[src/rtl/alu_pkg.sv]
// Shared operation encodings and datapath width for the RV32IM ALU.
package alu_pkg;

    localparam int XLEN = 32;

    localparam logic [3:0] ALU_AND    = 4'b0000;
    localparam logic [3:0] ALU_OR     = 4'b0001;
    localparam logic [3:0] ALU_ADD    = 4'b0010;
    localparam logic [3:0] ALU_XOR    = 4'b0011;
    localparam logic [3:0] ALU_SLL    = 4'b0100;
    localparam logic [3:0] ALU_SLT    = 4'b0101;
    localparam logic [3:0] ALU_SUB    = 4'b0110;
    localparam logic [3:0] ALU_SRL    = 4'b0111;
    localparam logic [3:0] ALU_SRA    = 4'b1000;
    localparam logic [3:0] ALU_SLTU   = 4'b1001;
    localparam logic [3:0] ALU_MUL    = 4'b1010;
    localparam logic [3:0] ALU_MULH   = 4'b1011;
    localparam logic [3:0] ALU_MULHSU = 4'b1100;
    localparam logic [3:0] ALU_MULHU  = 4'b1101;
    localparam logic [3:0] ALU_RSVD0  = 4'b1110;
    localparam logic [3:0] ALU_RSVD1  = 4'b1111;

endpackage

[src/rtl/alu_mul.sv]
// Combinational multiplier. With ALU_MULH_EN a 33x33 signed array yields the
// full 64-bit product; otherwise only the low half is built (upper half is 0).
module alu_mul #(
    parameter int XLEN = 32
) (
    input  logic [XLEN-1:0]   A,
    input  logic [XLEN-1:0]   B,
    input  logic              a_signed,
    input  logic              b_signed,
    output logic [2*XLEN-1:0] product
);

`ifdef ALU_MULH_EN
    logic signed [XLEN:0]     a_ext_s;
    logic signed [XLEN:0]     b_ext_s;
    logic signed [2*XLEN+1:0] full_s;

    // Extra top bit carries the sign only when that operand is treated as signed.
    assign a_ext_s = {a_signed & A[XLEN-1], A};
    assign b_ext_s = {b_signed & B[XLEN-1], B};
    assign full_s  = a_ext_s * b_ext_s;
    assign product = full_s[2*XLEN-1:0];
`else
    logic [XLEN-1:0] low_s;
    logic            unused_sign_s;

    assign unused_sign_s = a_signed ^ b_signed;
    assign low_s         = A * B;
    assign product       = {{XLEN{1'b0}}, low_s};
`endif

endmodule

[src/rtl/alu_rv32im.sv]
// RV32IM ALU with one registered output stage. High-half multiply ops
// (MULH/MULHSU/MULHU) exist only when ALU_MULH_EN is defined.
module alu_rv32im #(
    parameter int XLEN = 32
) (
    input  logic            clk,
    input  logic            rst,
    input  logic            in_valid,
    input  logic [XLEN-1:0] A,
    input  logic [XLEN-1:0] B,
    input  logic [3:0]      ALUControl,
    output logic            out_valid,
    output logic [XLEN-1:0] Result,
    output logic            Zero
);
    import alu_pkg::*;

    logic [4:0]        shamt_s;
    logic              mul_a_signed_s;
    logic              mul_b_signed_s;
    logic [2*XLEN-1:0] mul_product_s;
    logic [XLEN-1:0]   result_s;
    logic              zero_s;
    logic [XLEN-1:0]   result_r;
    logic              zero_r;
    logic              valid_r;

    assign shamt_s = B[4:0];

    // Operand signedness for the shared multiplier.
    always_comb begin
        mul_a_signed_s = 1'b0;
        mul_b_signed_s = 1'b0;
        case (ALUControl)
            ALU_MULH: begin
                mul_a_signed_s = 1'b1;
                mul_b_signed_s = 1'b1;
            end
            ALU_MULHSU: begin
                mul_a_signed_s = 1'b1;
                mul_b_signed_s = 1'b0;
            end
            default: begin
                mul_a_signed_s = 1'b0;
                mul_b_signed_s = 1'b0;
            end
        endcase
    end

    alu_mul #(.XLEN(XLEN)) u_mul (
        .A        (A),
        .B        (B),
        .a_signed (mul_a_signed_s),
        .b_signed (mul_b_signed_s),
        .product  (mul_product_s)
    );

    // Operation select.
    always_comb begin
        result_s = {XLEN{1'b0}};
        case (ALUControl)
            ALU_AND:    result_s = A & B;
            ALU_OR:     result_s = A | B;
            ALU_ADD:    result_s = A + B;
            ALU_XOR:    result_s = A ^ B;
            ALU_SLL:    result_s = A << shamt_s;
            ALU_SLT:    result_s = {{(XLEN-1){1'b0}}, ($signed(A) < $signed(B))};
            ALU_SUB:    result_s = A - B;
            ALU_SRL:    result_s = A >> shamt_s;
            ALU_SRA:    result_s = $unsigned($signed(A) >>> shamt_s);
            ALU_SLTU:   result_s = {{(XLEN-1){1'b0}}, (A < B)};
            ALU_MUL:    result_s = mul_product_s[XLEN-1:0];
`ifdef ALU_MULH_EN
            ALU_MULH:   result_s = mul_product_s[2*XLEN-1:XLEN];
            ALU_MULHSU: result_s = mul_product_s[2*XLEN-1:XLEN];
            ALU_MULHU:  result_s = mul_product_s[2*XLEN-1:XLEN];
`endif
            default:    result_s = {XLEN{1'b0}};
        endcase
    end

`ifndef ALU_MULH_EN
    logic unused_mul_hi_s;
    assign unused_mul_hi_s = ^mul_product_s[2*XLEN-1:XLEN];
`endif

    // Zero reflects the selected result of every op, reserved codes included.
    assign zero_s = (result_s == {XLEN{1'b0}});

    // Output stage: reset clears, valid input loads, idle cycles hold data.
    always_ff @(posedge clk) begin
        if (rst) begin
            result_r <= {XLEN{1'b0}};
            zero_r   <= 1'b0;
            valid_r  <= 1'b0;
        end else if (in_valid) begin
            result_r <= result_s;
            zero_r   <= zero_s;
            valid_r  <= 1'b1;
        end else begin
            result_r <= result_r;
            zero_r   <= zero_r;
            valid_r  <= 1'b0;
        end
    end

    assign Result    = result_r;
    assign Zero      = zero_r;
    assign out_valid = valid_r;

endmodule

[config.mk]
export PLATFORM = sky130hd
export DESIGN_NAME = alu_rv32im
export DESIGN_NICKNAME = d
export VERILOG_FILES = /design/src/rtl/alu_pkg.sv /design/src/rtl/alu_mul.sv /design/src/rtl/alu_rv32im.sv
export SDC_FILE = /design/constraint.sdc
export NUM_CORES = 2
export LEC_CHECK = 0
export BUFFER_PORTS_ARGS = -buffer_cell sky130_fd_sc_hd__buf_4
export CORE_MARGIN = 4
export CORE_UTILIZATION = 35
export CTS_BUF_LIST = sky130_fd_sc_hd__clkbuf_4 sky130_fd_sc_hd__clkbuf_8
export CTS_CLUSTER_DIAMETER = 150
export DETAILED_ROUTE_END_ITERATION = 6
export GPL_TIMING_DRIVEN = 0
export PLACE_DENSITY = 0.48
export SYNTH_ARGS = -nofsm -noshare
export SYNTH_HDL_FRONTEND = slang
export SYNTH_SLANG_ARGS = --single-unit
export TNS_END_PERCENT = 10
[constraint.sdc]
create_clock -name clk -period 22 [get_ports clk]
set_input_delay 3.3 -clock clk [delete_from_list [all_inputs] [get_ports clk]]
set_output_delay 3.3 -clock clk [all_outputs]
set_load 0.02 [all_outputs]
Word level (Yosys, flattened, before mapping). Cells that the tools add are included. W data, S select, Z words.

Add/sub/neg operators: 2. $mul: 1. Divide/modulo/power cells: 0. $lt $le $gt $ge: 2. Eq/ne operators: 10. Shifts and indexed selects: 3. Mux-type cells: 2. Bitwise operators: 3. Reduce and logical (&&, ||, !) cells: 2.

Operators with widths (count): $pmux W32 S11 (1); $lt A32 B32 Y1 (2); $add A32 B32 Y32 (1); $and A32 B32 Y32 (1); $logic_not A32 Y1 (1); $mul A32 B32 Y32 (1); $or A32 B32 Y32 (1); $shl A32 B5 Y32 (1); $shr A32 B5 Y32 (1); $sshr A32 B5 Y32 (1); $sub A32 B32 Y32 (1); $xor A32 B32 Y32 (1); $eq A4 B3 Y1 const B (4); $eq A4 B4 Y1 const B (3); $eq A4 B2 Y1 const B (2); $eq A4 B1 Y1 const B (1); $logic_not A4 Y1 (1); $mux W1 (1).

Register bits after elaboration: 34. Latch bits: 0. Memory bits (writable): 0. Memory bits (read-only): 0. Bits of input ports: 71. Output and inout bits: 34. Memories: 0.

Depth between registers and ports, before layout.
Depth after elaboration: 3. Gate-level depth with buffers: 33. Gate-level depth less buffers: 28.

Modules after synthesis. A second synthesis with hierarchy kept.

Cell total of the unflattened synthesis: 3315. Area, all modules: 27297.4 um2.

By module, submodules not included: alu_mul (times used 1, cells each 1730, area an instance 16001.6 um2, sequential area each 0.0 um2); alu_rv32im (times used 1, cells each 1585, area an instance 11295.8 um2, sequential area each 680.7 um2).

Worst setup path after synthesis. OpenSTA, ideal clock, no wires.

Path type: input port to flip-flop. Start point: input port B[2]. End point: register zero_r, in the netlist Zero. Data arrival time: 12.014 ns. Slack: 9.898 ns. Stages: 33. Buffers on the path: 7. Cell sequence: buf_2 > inv_1 > clkbuf_1 > buf_2 > clkbuf_1 > clkbuf_1 > buf_1 > nor2_1 > fa_1 > inv_1 > fa_1 > fa_1 > fa_1 > inv_1 > fa_1 > inv_1 > fa_1 > inv_1 > fa_1 > fa_1 > ha_1 > buf_1 > a21oi_1 > o21ai_1 > a2111oi_0 > nor2_1 > o41ai_1 > o211ai_1 > a31o_2 > xnor2_1 > nor2_1 > or3_1 > o32ai_2.

Longest elaborated chain between the ends: 3.

RTL lines: from (decl) (RTL line alu_rv32im.sv:10) `input logic [XLEN-1:0] B,`; $mul A32 B32 Y32 (tied with other cells) (RTL line alu_mul.sv:28) `assign low_s = A * B;`; $pmux W32 S11 (*) (RTL line alu_rv32im.sv:61) `case (ALUControl)`; $logic_not A32 Y1 (*) (RTL line alu_rv32im.sv:88) `assign zero_s = (result_s == {XLEN{1'b0}});`; to (signal assigned) (RTL line alu_rv32im.sv:98) `zero_r <= zero_s;`; to (signal assigned) (RTL line alu_rv32im.sv:102) `zero_r <= zero_r;`; to (decl) (RTL line alu_rv32im.sv:25) `logic zero_r;`.

Mark *: on every way between the ends. The rest lies on a longest branch, timed or not. A chain may end at the register's enable or synchronous reset.

Worst setup path after layout. Same ends and word-level chain as after synthesis.

==> results.tsv <==
metric	value	unit
status	finished clean	
wl_per_cell	34.5	um
numCtsBuffers	5	
grt_pass1_wl	210	mm
synth_top_family_by_area	adder cells	
critical_path_peak_fanout	11	
ios	105	
start_kind	primary input	
synthTopCellsByArea	fa_1 31%, ha_1 10%, inv_1 6.8%	
synth_cell_type_count	98	
synth.top_cell.area_share	31.0	%
synth_compound_area_share	15.3	%
hold_viol	0	
post-dp-hpwl	125	mm
clk_path_buf_depth	2	
syn_to_final_growth	7.96	%
yosys.area_share.simple	17.8	%
die_y	283	um
drc	0	
synth_seq_cells	34	
synthAdderAreaFrac	41.3	%
syn_area	0.0265	sq mm
final.min_clock_period	15.48	ns
post_cts_buffers	0	
clock_latency	0.28	ns
yosysSeqAreaShare	2.57	%
muxShareOfSynthArea	8.99	%
crit_top_cell	fa_1	
period_share	70.3	%
cp-end-kind	register	
routed_via_density	6.24	
grt_pass1_vias	26500	
tightestPinTransition	1.45	ns
drv_slew	0	
clock-sinks	34	
critPathSlowestCell	buf_1	
dr.pass1.iters	6	
layout.nets	4125	
max_freq	64.6	MHz
gp_congestion	1.14	
synthFlopType	dfxtp_1	
drtIter0Drc	4145	
synthArstFlopShare	0	%
grt_max_degree	12	
layout-drive-gt1-share	7.80	%
core-area	0.0748	sq mm
port_buffers	100	
synthXorXnorAreaFrac	3.40	%
fin_setup_tns	0	ns
die_width	283	um
syn_inst	3314	
cts.repair.resized	0	
grt_util_all_layers	36.5	%
setup_viol	0	
hold_buffers	0	
die-area	0.0802	sq mm
synth_warnings	0	
hold_class	reg -> reg	
grt.overflow.total	0	
cp.arrival	15.67	ns
start_util	35.4	%
wl	152	mm
ant_nets	0	
crit_type	in -> reg	
grt_setup_unrepaired	false	
synth_top_area_cell	fa_1	
syn_area_per_cell	8.00	sq um
maxSlewHeadroom	3.49	%
rows	100	
fin_skew	0	ns
antenna_found_initial	3	
crit_required	22.20	ns
synthesis.nets	4015	
cts_max_level	2	
cts_tree	yes	
fillCellCount	8010	
clk_pin_slew	0.07	ns
fin_util	38.3	%
num_vias	27400	
root_buffer	clkbuf_8	
drv_cap	0	
max_stage_delay	0.96	ns
synth_edf_count	0	
==> per-stage QoR <==
step	setup WS, ns	cells	hold WS (ns)	cell area, sq um
2_1_floorplan	9.90	3314	0.552	26500
3_3_place_gp	6.67	4383	0.483	28500
3_5_place_dp	6.77	4385	0.483	28500
4_1_cts	7.03	4392	0.491	28600
5_1_grt	6.51	4393	0.504	28600
6_report	6.52	4395	0.489	28600
==> layout by cell type (no fill, tap or decap), types with 26 or more instances in the layout <==
cell / synthesis / routed
buf_4: 6 / 106
nand2_1: 358 / 358
o211ai_1: 26 / 26
mux2_2: 26 / 26
nand2b_1: 26 / 26
dfxtp_1: 34 / 34
ha_1: 220 / 220
nand3_1: 38 / 38
clkbuf_1: 145 / 145
mux2i_1: 89 / 89
nor2_1: 453 / 453
fa_1: 410 / 410
a211oi_1: 48 / 48
buf_2: 31 / 32
inv_1: 482 / 482
o21ai_0: 84 / 84
nor3_1: 42 / 42
mux4_2: 45 / 45
a21o_1: 26 / 26
a21oi_1: 135 / 135
buf_1: 39 / 39
xnor2_1: 87 / 87
==> flip-flops by register name, indices dropped and copies added, names as in the netlist <==
name	cells
Result	32
Zero	1
out_valid	1
==> synthesized netlist by cell type (all sizes together) (8+ instances only) <==
| cell | number |
|---|---|
| o221ai | 15 |
| dfxtp | 34 |
| mux2 | 28 |
| nand3 | 38 |
| a21o | 26 |
| or2 | 8 |
| buf | 79 |
| fa | 410 |
| clkinv | 12 |
| nand2 | 358 |
| o31ai | 19 |
| a2111oi | 10 |
| a22oi | 16 |
| a31oi | 20 |
| nor2 | 453 |
| a211o | 9 |
| o2111ai | 15 |
| nand4 | 17 |
| or3 | 18 |
| xor2 | 16 |
| o22ai | 16 |
| xnor2 | 87 |
| o211a | 12 |
| mux4 | 51 |
| ha | 220 |
| nor2b | 23 |
| o211ai | 26 |
| a221oi | 9 |
| a311oi | 17 |
| clkbuf | 146 |
| and3 | 16 |
| nor3b | 9 |
| inv | 486 |
| o21a | 14 |
| a211oi | 49 |
| nor3 | 43 |
| nand2b | 26 |
| a21oi | 135 |
| mux2i | 89 |
| and2 | 21 |
| o21ai | 89 |
| nor4 | 18 |
==> logic make-up after synthesis <==
group / Yosys count
adder cells (fa/ha/maj): 630
flip-flops: 34
AO/OA/AOI/OAI: 578
multiplexers: 168
buffers and inverters: 723
XOR/XNOR: 103
AND/OR/NAND/NOR: 1078
==> worst paths after layout <==
| kind | startpoint | endpoint | slack, ns | cells after the start |
|---|---|---|---|---|
| hold reg to reg | Result[15]$_SDFFE_PP0P_ | Result[15]$_SDFFE_PP0P_ | 0.49 | 2 |
| setup reg to reg | Result[25]$_SDFFE_PP0P_ | Result[25]$_SDFFE_PP0P_ | 21.25 | 2 |
| setup / recovery | B[2] | Zero$_SDFFE_PP0P_ | 6.52 | 32 |
| hold / removal | Result[15]$_SDFFE_PP0P_ | Result[15]$_SDFFE_PP0P_ | 0.49 | 2 |
==> routing by layer <==
layer | vias to the layer above | track usage (%) | share of wire [%]
met2 | 2072 | 52.2 | 40
met1 | 13700 | 50.3 | 40
li1 | 11200 | - | -
met4 | 8 | 16.6 | 6.3
met5 | - | 0 | 0.054
met3 | 421 | 11.5 | 13
==> critical path: cells and delay by family <==
| family | cells | cell delay [ns] |
|---|---|---|
| compound gates | 7 | 2.47 |
| buf+inv | 12 | 3.99 |
| simple gates | 3 | 0.61 |
| xor+xnor | 1 | 0.73 |
| fa+ha+maj | 9 | 4.55 |
==> area by class of cell <==
type	count	area, sq um	share of cell area [%]
multi-input cells	2557	23000	80.5
inverters	498	1870	6.53
well taps	969	1210	4.24
plain buffers	225	945	3.30
repair buffers	103	771	2.69
flip-flops and latches	34	681	2.38
clock buffers	6	82.6	0.288
clock inverters	1	30.0	0.105
diodes	2	5.00	0.0175
Power is not shown: default switching activity piles up to over one toggle a cycle in this logic, so the estimate is an artifact.
